File: config.mk
export PLATFORM = sky130hd
export DESIGN_NAME = serial_to_frame
export DESIGN_NICKNAME = d
export VERILOG_FILES = /design/src/rtl/orbtrace_frame_pkg.sv /design/src/rtl/status_frame_decode.sv /design/src/rtl/serial_to_frame.sv
export SDC_FILE = /design/constraint.sdc
export NUM_CORES = 1
export LEC_CHECK = 0
export BUFFER_PORTS_ARGS = -buffer_cell sky130_fd_sc_hd__buf_2
export CAP_MARGIN = 20
export CORE_UTILIZATION = 40
export CTS_CLUSTER_DIAMETER = 50
export DETAILED_ROUTE_END_ITERATION = 12
export PLACE_DENSITY = 0.6
export SYNTH_ARGS = -nofsm -noshare
export SYNTH_HDL_FRONTEND = slang
export SYNTH_SLANG_ARGS = --single-unit
File: constraint.sdc
create_clock -name clk -period 19.6 [get_ports clk]
set_clock_uncertainty 0.15 [all_clocks]
set_input_delay 3.92 -clock clk [delete_from_list [all_inputs] [get_ports clk]]
set_output_delay 3.92 -clock clk [all_outputs]
set_load 0.05 [all_outputs]
File: src/rtl/orbtrace_frame_pkg.sv
// Shared definitions for the orbtrace frame serialiser/deserialiser pair:
// status frame framing constants, field positions and small helpers.
package orbtrace_frame_pkg;

    localparam int FRAME_BYTES = 16;

    localparam logic [7:0]  STATUS_HDR = 8'hA6;
    localparam logic [31:0] STATUS_TRL = 32'hFFFFFF7F;

    // Status field bit positions within the 128-bit frame (byte 0 at [127:120]).
    localparam int STAT_FRAMES_CNT_MSB   = 119;
    localparam int STAT_FRAMES_CNT_LSB   = 104;
    localparam int STAT_SYNC_COUNT_MSB   = 103;
    localparam int STAT_SYNC_COUNT_LSB   = 88;
    localparam int STAT_LEDS_MSB         = 87;
    localparam int STAT_LEDS_LSB         = 80;
    localparam int STAT_LOST_FRAMES_MSB  = 79;
    localparam int STAT_LOST_FRAMES_LSB  = 64;
    localparam int STAT_TOTAL_FRAMES_MSB = 63;
    localparam int STAT_TOTAL_FRAMES_LSB = 32;

    typedef enum logic {
        ST_HUNT   = 1'b0,
        ST_LOCKED = 1'b1
    } rx_state_t;

    typedef struct packed {
        logic [15:0] frames_cnt;
        logic [15:0] sync_count;
        logic [7:0]  leds;
        logic [15:0] lost_frames;
        logic [31:0] total_frames;
    } status_t;

    function automatic logic [15:0] sat_inc16(input logic [15:0] v);
        return (v == 16'hFFFF) ? v : v + 16'd1;
    endfunction

endpackage

File: src/rtl/status_frame_decode.sv
// Combinational status frame recogniser: flags a 16-byte window carrying the
// status header/trailer and splits out its statistic fields.
module status_frame_decode
    import orbtrace_frame_pkg::*;
(
    input  logic [127:0] i_window,
    output logic         o_match,
    output status_t      o_status
);

    assign o_match = (i_window[127:120] == STATUS_HDR) && (i_window[31:0] == STATUS_TRL);

    assign o_status = '{
        frames_cnt:   i_window[STAT_FRAMES_CNT_MSB:STAT_FRAMES_CNT_LSB],
        sync_count:   i_window[STAT_SYNC_COUNT_MSB:STAT_SYNC_COUNT_LSB],
        leds:         i_window[STAT_LEDS_MSB:STAT_LEDS_LSB],
        lost_frames:  i_window[STAT_LOST_FRAMES_MSB:STAT_LOST_FRAMES_LSB],
        total_frames: i_window[STAT_TOTAL_FRAMES_MSB:STAT_TOTAL_FRAMES_LSB]
    };

endmodule

File: src/rtl/serial_to_frame.sv
// Byte stream to 128-bit frame reassembler: hunts for status frames to
// establish alignment, then emits data frames and decodes status statistics.
module serial_to_frame
    import orbtrace_frame_pkg::*;
#(
    parameter int unsigned SYNC_INTERVAL = 2,
    parameter int unsigned IDLE_TIMEOUT  = 1024
) (
    input  logic         clk,
    input  logic         rst,
    input  logic [7:0]   DataVal,
    input  logic         DataReady,
    output logic [127:0] Frame,
    output logic         FrameValid,
    output logic         Locked,
    output logic         StatValid,
    output logic [15:0]  StatFramesCnt,
    output logic [15:0]  StatSyncCount,
    output logic [7:0]   StatLeds,
    output logic [15:0]  StatLostFrames,
    output logic [31:0]  StatTotalFrames,
    output logic [15:0]  LockLosses,
    output logic [15:0]  PartialDrops
);

    localparam logic [3:0] LAST_BYTE = 4'(FRAME_BYTES - 1);

    rx_state_t    r_state, w_state_nx;
    // Only the 15 most recent bytes need storing; the 16th is the incoming byte.
    logic [119:0] r_hist;
    logic [3:0]   r_byte_cnt;
    logic [15:0]  r_since;
    logic [31:0]  r_idle_cnt;

    logic [127:0] w_window;
    logic         w_match;
    status_t      w_status;
    logic [15:0]  w_since_inc;
    logic         w_stat_load, w_frame_load, w_lock_loss;
    logic         w_cnt_clr, w_since_clr, w_since_step, w_drop;

    assign w_window    = {r_hist, DataVal};
    assign w_since_inc = sat_inc16(r_since);
    assign Locked      = (r_state == ST_LOCKED);

    status_frame_decode u_decode (
        .i_window (w_window),
        .o_match  (w_match),
        .o_status (w_status)
    );

    always_ff @(posedge clk or posedge rst) begin
        if (rst) r_state <= ST_HUNT;
        else     r_state <= w_state_nx;
    end

    always_comb begin
        // NOTE: every output of this block is defaulted first so no path can infer a latch.
        w_state_nx   = r_state;
        w_stat_load  = 1'b0;
        w_frame_load = 1'b0;
        w_lock_loss  = 1'b0;
        w_cnt_clr    = 1'b0;
        w_since_clr  = 1'b0;
        w_since_step = 1'b0;
        w_drop       = 1'b0;
        case (r_state)
            ST_HUNT: begin
                if (DataReady && w_match) begin
                    w_state_nx  = ST_LOCKED;
                    w_stat_load = 1'b1;
                    w_cnt_clr   = 1'b1;
                    w_since_clr = 1'b1;
                end
            end
            ST_LOCKED: begin
                if (DataReady) begin
                    if (r_byte_cnt == LAST_BYTE) begin
                        if (w_match) begin
                            w_stat_load = 1'b1;
                            w_since_clr = 1'b1;
                        end else begin
                            w_frame_load = 1'b1;
                            w_since_step = 1'b1;
                            if ({16'd0, w_since_inc} > SYNC_INTERVAL) begin
                                w_state_nx  = ST_HUNT;
                                w_lock_loss = 1'b1;
                            end
                        end
                    end
                end else if (r_byte_cnt != 4'd0 && r_idle_cnt == IDLE_TIMEOUT - 1) begin
                    // A byte on this cycle would have taken the branch above instead.
                    w_drop    = 1'b1;
                    w_cnt_clr = 1'b1;
                end
            end
            default: w_state_nx = ST_HUNT;
        endcase
    end

    always_ff @(posedge clk or posedge rst) begin
        if (rst) begin
            // NOTE: sequential state uses non-blocking assignments so all registers update together.
            r_hist          <= '0;
            r_byte_cnt      <= '0;
            r_since         <= '0;
            r_idle_cnt      <= '0;
            Frame           <= '0;
            FrameValid      <= 1'b0;
            StatValid       <= 1'b0;
            StatFramesCnt   <= '0;
            StatSyncCount   <= '0;
            StatLeds        <= '0;
            StatLostFrames  <= '0;
            StatTotalFrames <= '0;
            LockLosses      <= '0;
            PartialDrops    <= '0;
        end else begin
            FrameValid <= w_frame_load;
            StatValid  <= w_stat_load;

            if (DataReady) r_hist <= w_window[119:0];

            if (w_cnt_clr)                          r_byte_cnt <= '0;
            else if (DataReady && r_state == ST_LOCKED) r_byte_cnt <= r_byte_cnt + 4'd1;

            if (DataReady || r_state != ST_LOCKED) r_idle_cnt <= '0;
            else if (r_idle_cnt != '1)             r_idle_cnt <= r_idle_cnt + 32'd1;

            if (w_since_clr)       r_since <= '0;
            else if (w_since_step) r_since <= w_since_inc;

            if (w_frame_load) Frame <= w_window;

            if (w_stat_load) begin
                StatFramesCnt   <= w_status.frames_cnt;
                StatSyncCount   <= w_status.sync_count;
                StatLeds        <= w_status.leds;
                StatLostFrames  <= w_status.lost_frames;
                StatTotalFrames <= w_status.total_frames;
            end

            if (w_lock_loss) LockLosses   <= sat_inc16(LockLosses);
            if (w_drop)      PartialDrops <= sat_inc16(PartialDrops);
        end
    end

endmodule

==> key figures <==
Global routing
  • Total GRT Usage: 19.9%
  • First-pass GRT wire length: 68900 µm
  • Largest net degree at the start of global routing: 144
  • Grt total ovfl: 0
  • Initial antenna violation count: 0
  • Vias in the first global route: 11900

Power
  • Leak: 11.0 nW
  • Internal: 1.68 mW
  • Switching pwr: 0.555 mW
  • Comb pwr share: 5.6%
  • Pwr dens: 107 nW/µm²
  • Sequential Power Share: 48.8%
  • Clk pwr share: 45.7%
  • Peak VDD IR: 0.0878 mV
  • Sw Share: 24.8%

Timing
  • Minimum clock period: 7.57 ns
  • Worst Tran Pin Value: 1.07 ns
  • # setup viols final: 0
  • Final Hold Viols: 0
  • Final period util: 38.6%
  • Slew Limit Fails: 0
  • Max transition margin: 29.0%
  • RSZ-0062 raised after global routing: no
  • Hold_ws: 0.317 ns
  • F_max: 132 MHz
  • Post-route setup TNS: 0 ns

Routing
  • Initial DRT Pass Iterations: 5
  • Initial DRC Count: 924
  • Vias per cell: 5.16
  • WL/cell: 18.6 µm
  • Routed wire length: 43300 µm
  • Final antenna-violating net count: 0
  • DR DRC count: 0
  • Via count: 12000

Cells and area
  • Filler cell count: 3847
  • Number of diodes: 0
  • Commonest non-fill, non-tap cell in the layout: dfrtp_1
  • Commonest cells after routing, fill and taps aside: dfrtp_1, nand2_1, buf_2
  • Area grow syn2layout: 20.9%
  • Layout net count: 1761
  • Share of cells above drive strength 1: 32.6%

Critical path
  • Launch point of the worst reg-to-reg path: Locked
  • WS Path Type: input port to register
  • Critical Path Fanout Max: 94
  • CP required: 19.89 ns
  • CP startpoint kind: input port
  • Setup crit start: DataReady
  • Endpoint class of the critical path: register
  • Arr. time, crit path: 7.86 ns

Floorplanning
  • Die ar.: 44000 µm²
  • CORE AREA: 42200 µm²
  • Row Count: 75
  • Io pins: 262
  • Initial Utilization: 40.9%
  • DIE WIDTH: 210 µm
  • Height of the die: 210 µm

Synth
  • Yosys cell types: 55
  • Syn Area/Cell: 11.5 µm²
  • Post-Syn Area: 17300 µm²
  • Post-synthesis sequential area ratio: 61.4%
  • Asr flop ratio synth: 100%
  • Syn Nets: 1513
  • Post-synth EDFFs: 0
  • Synth warn: 0
  • Ys flop type: dfrtp_1
  • Mapped Cells: 1496
  • FF+latch count, synth: 423

Clock network
  • Clock slew at reported path FFs: 0.06 ns
  • Clock Latency Late Sink: 0.59 ns
  • Post-cts repair resize count: 0
  • Num CTS Buffers: 52
  • CTS Hold Bufs: 0
  • CTS root buf: clkbuf_16
  • CTS Buffer Depth: 3
  • Clk sinks: 423
  • CTS tree: yes
  • Post-CTS Setup Inserts: 0
  • # H-tree levels: 2

Place
  • IO Port Bufs: 261
  • Dpl hpwl: 28000 µm
  • GPL Wtd Cong: 0.832

Worst hold path
  • Hold_sp: Frame[71]
  • Class of the worst hold path: register to register

Job
  • Max cap viols: 0

Status
  • Status: complete, no violations
[synth_stat cells (4+ instances only)]
library cell / n / area share [%]
a21oi_1: 14 / 0.41
xnor2_1: 26 / 1.3
xor2_1: 38 / 1.9
buf_2: 11 / 0.32
nor2_1: 64 / 1.4
clkbuf_1: 48 / 1.0
nand4_1: 37 / 1.3
dfrtp_1: 423 / 61
buf_1: 12 / 0.26
o31ai_1: 5 / 0.22
nand2_1: 418 / 9.1
o21ai_0: 15 / 0.44
and3_1: 15 / 0.54
nor4_1: 15 / 0.54
nand3_1: 39 / 1.1
inv_1: 8 / 0.17
ha_1: 6 / 0.44
mux2_2: 210 / 14
nor3_1: 19 / 0.55
and4_1: 14 / 0.71
or3_1: 4 / 0.15
[power by group through the flow]
stage / Combinational [mW] / Sequential [mW] / Clock, mW
floorplan: 0.109 / 1.04 / 0
global placement: 0.122 / 1.10 / 0
detailed placement: 0.127 / 1.10 / 0
CTS: 0.128 / 1.09 / 1.04
global route: 0.139 / 1.11 / 1.08
finish: 0.124 / 1.09 / 1.02
[sequential cells by signal, summed over array words and instances, names as in the netlist]
register	count
FrameValid	1
LockLosses	16
Locked	1
r_idle_cnt	32
r_since	16
PartialDrops	16
StatSyncCount	16
StatLeds	8
StatTotalFrames	32
Frame	128
StatValid	1
StatFramesCnt	16
StatLostFrames	16
r_hist	120
r_byte_cnt	4
[through the flow]
stage	std cells	area [µm²]	util (%)	setup WS [ns]	power, mW
2_1_floorplan	1496	17300	-	3.75	1.15
4_1_cts	2325	20900	49.4	12.02	2.26
5_1_grt	2325	20900	49.4	11.64	2.32
3_5_place_dp	2229	19000	45.0	11.40	1.23
6_report	2325	20900	49.4	12.03	2.23
3_3_place_gp	2229	19000	45.0	11.44	1.23
[worst max-delay path, cell delays in order]
cell and delay (ns):
buf_4 0.59, nand2_1 0.26, nor2_1 0.29, nand2_4 0.44, inv_4 0.70, buf_4 0.91
nand2_1 0.33, o22ai_1 0.25, nor2_1 0.06
[per-layer routing]
metal	global-route usage, %	share of wire (%)
met5	0	0
met1	27.3	45
met2	30.6	46
met3	4.98	6.2
met4	7.37	2.8
[cell type report]
| class | count | area, µm² | share of cell area (%) |
|---|---|---|---|
| Clock buffer | 69 | 1470 | 7.03 |
| Clock inverter | 27 | 375 | 1.80 |
| Inverter | 9 | 43.8 | 0.210 |
| Multi-Input combinational cell | 989 | 6340 | 30.4 |
| Sequential cell | 423 | 10600 | 50.7 |
| Tap cell | 539 | 674 | 3.23 |
| Timing Repair Buffer | 269 | 1380 | 6.62 |
[logic make-up after synthesis]
group                    count (synthesis)  synth area share, %
AND/OR/NAND/NOR                        651                 16.9
multiplexers                           214                 14.0
flip-flops                             423                 61.4
AO/OA/AOI/OAI                           54                 2.01
XOR/XNOR                                64                 3.25
buffers and inverters                   84                 2.02
adder cells (fa/ha/maj)                  6                0.435
[final timing paths]
check	to	slack, ns	cells after the start
max in group asynchronous	r_idle_cnt[7]	14.26	3
min in group asynchronous	Frame[89]	3.38	2
hold / removal	Frame[71]	0.32	2
setup reg to reg	r_since[8]	15.46	8
hold reg to reg	Frame[71]	0.32	2
setup / recovery	r_since[8]	12.03	9
Power figures use the tool's default switching activity.
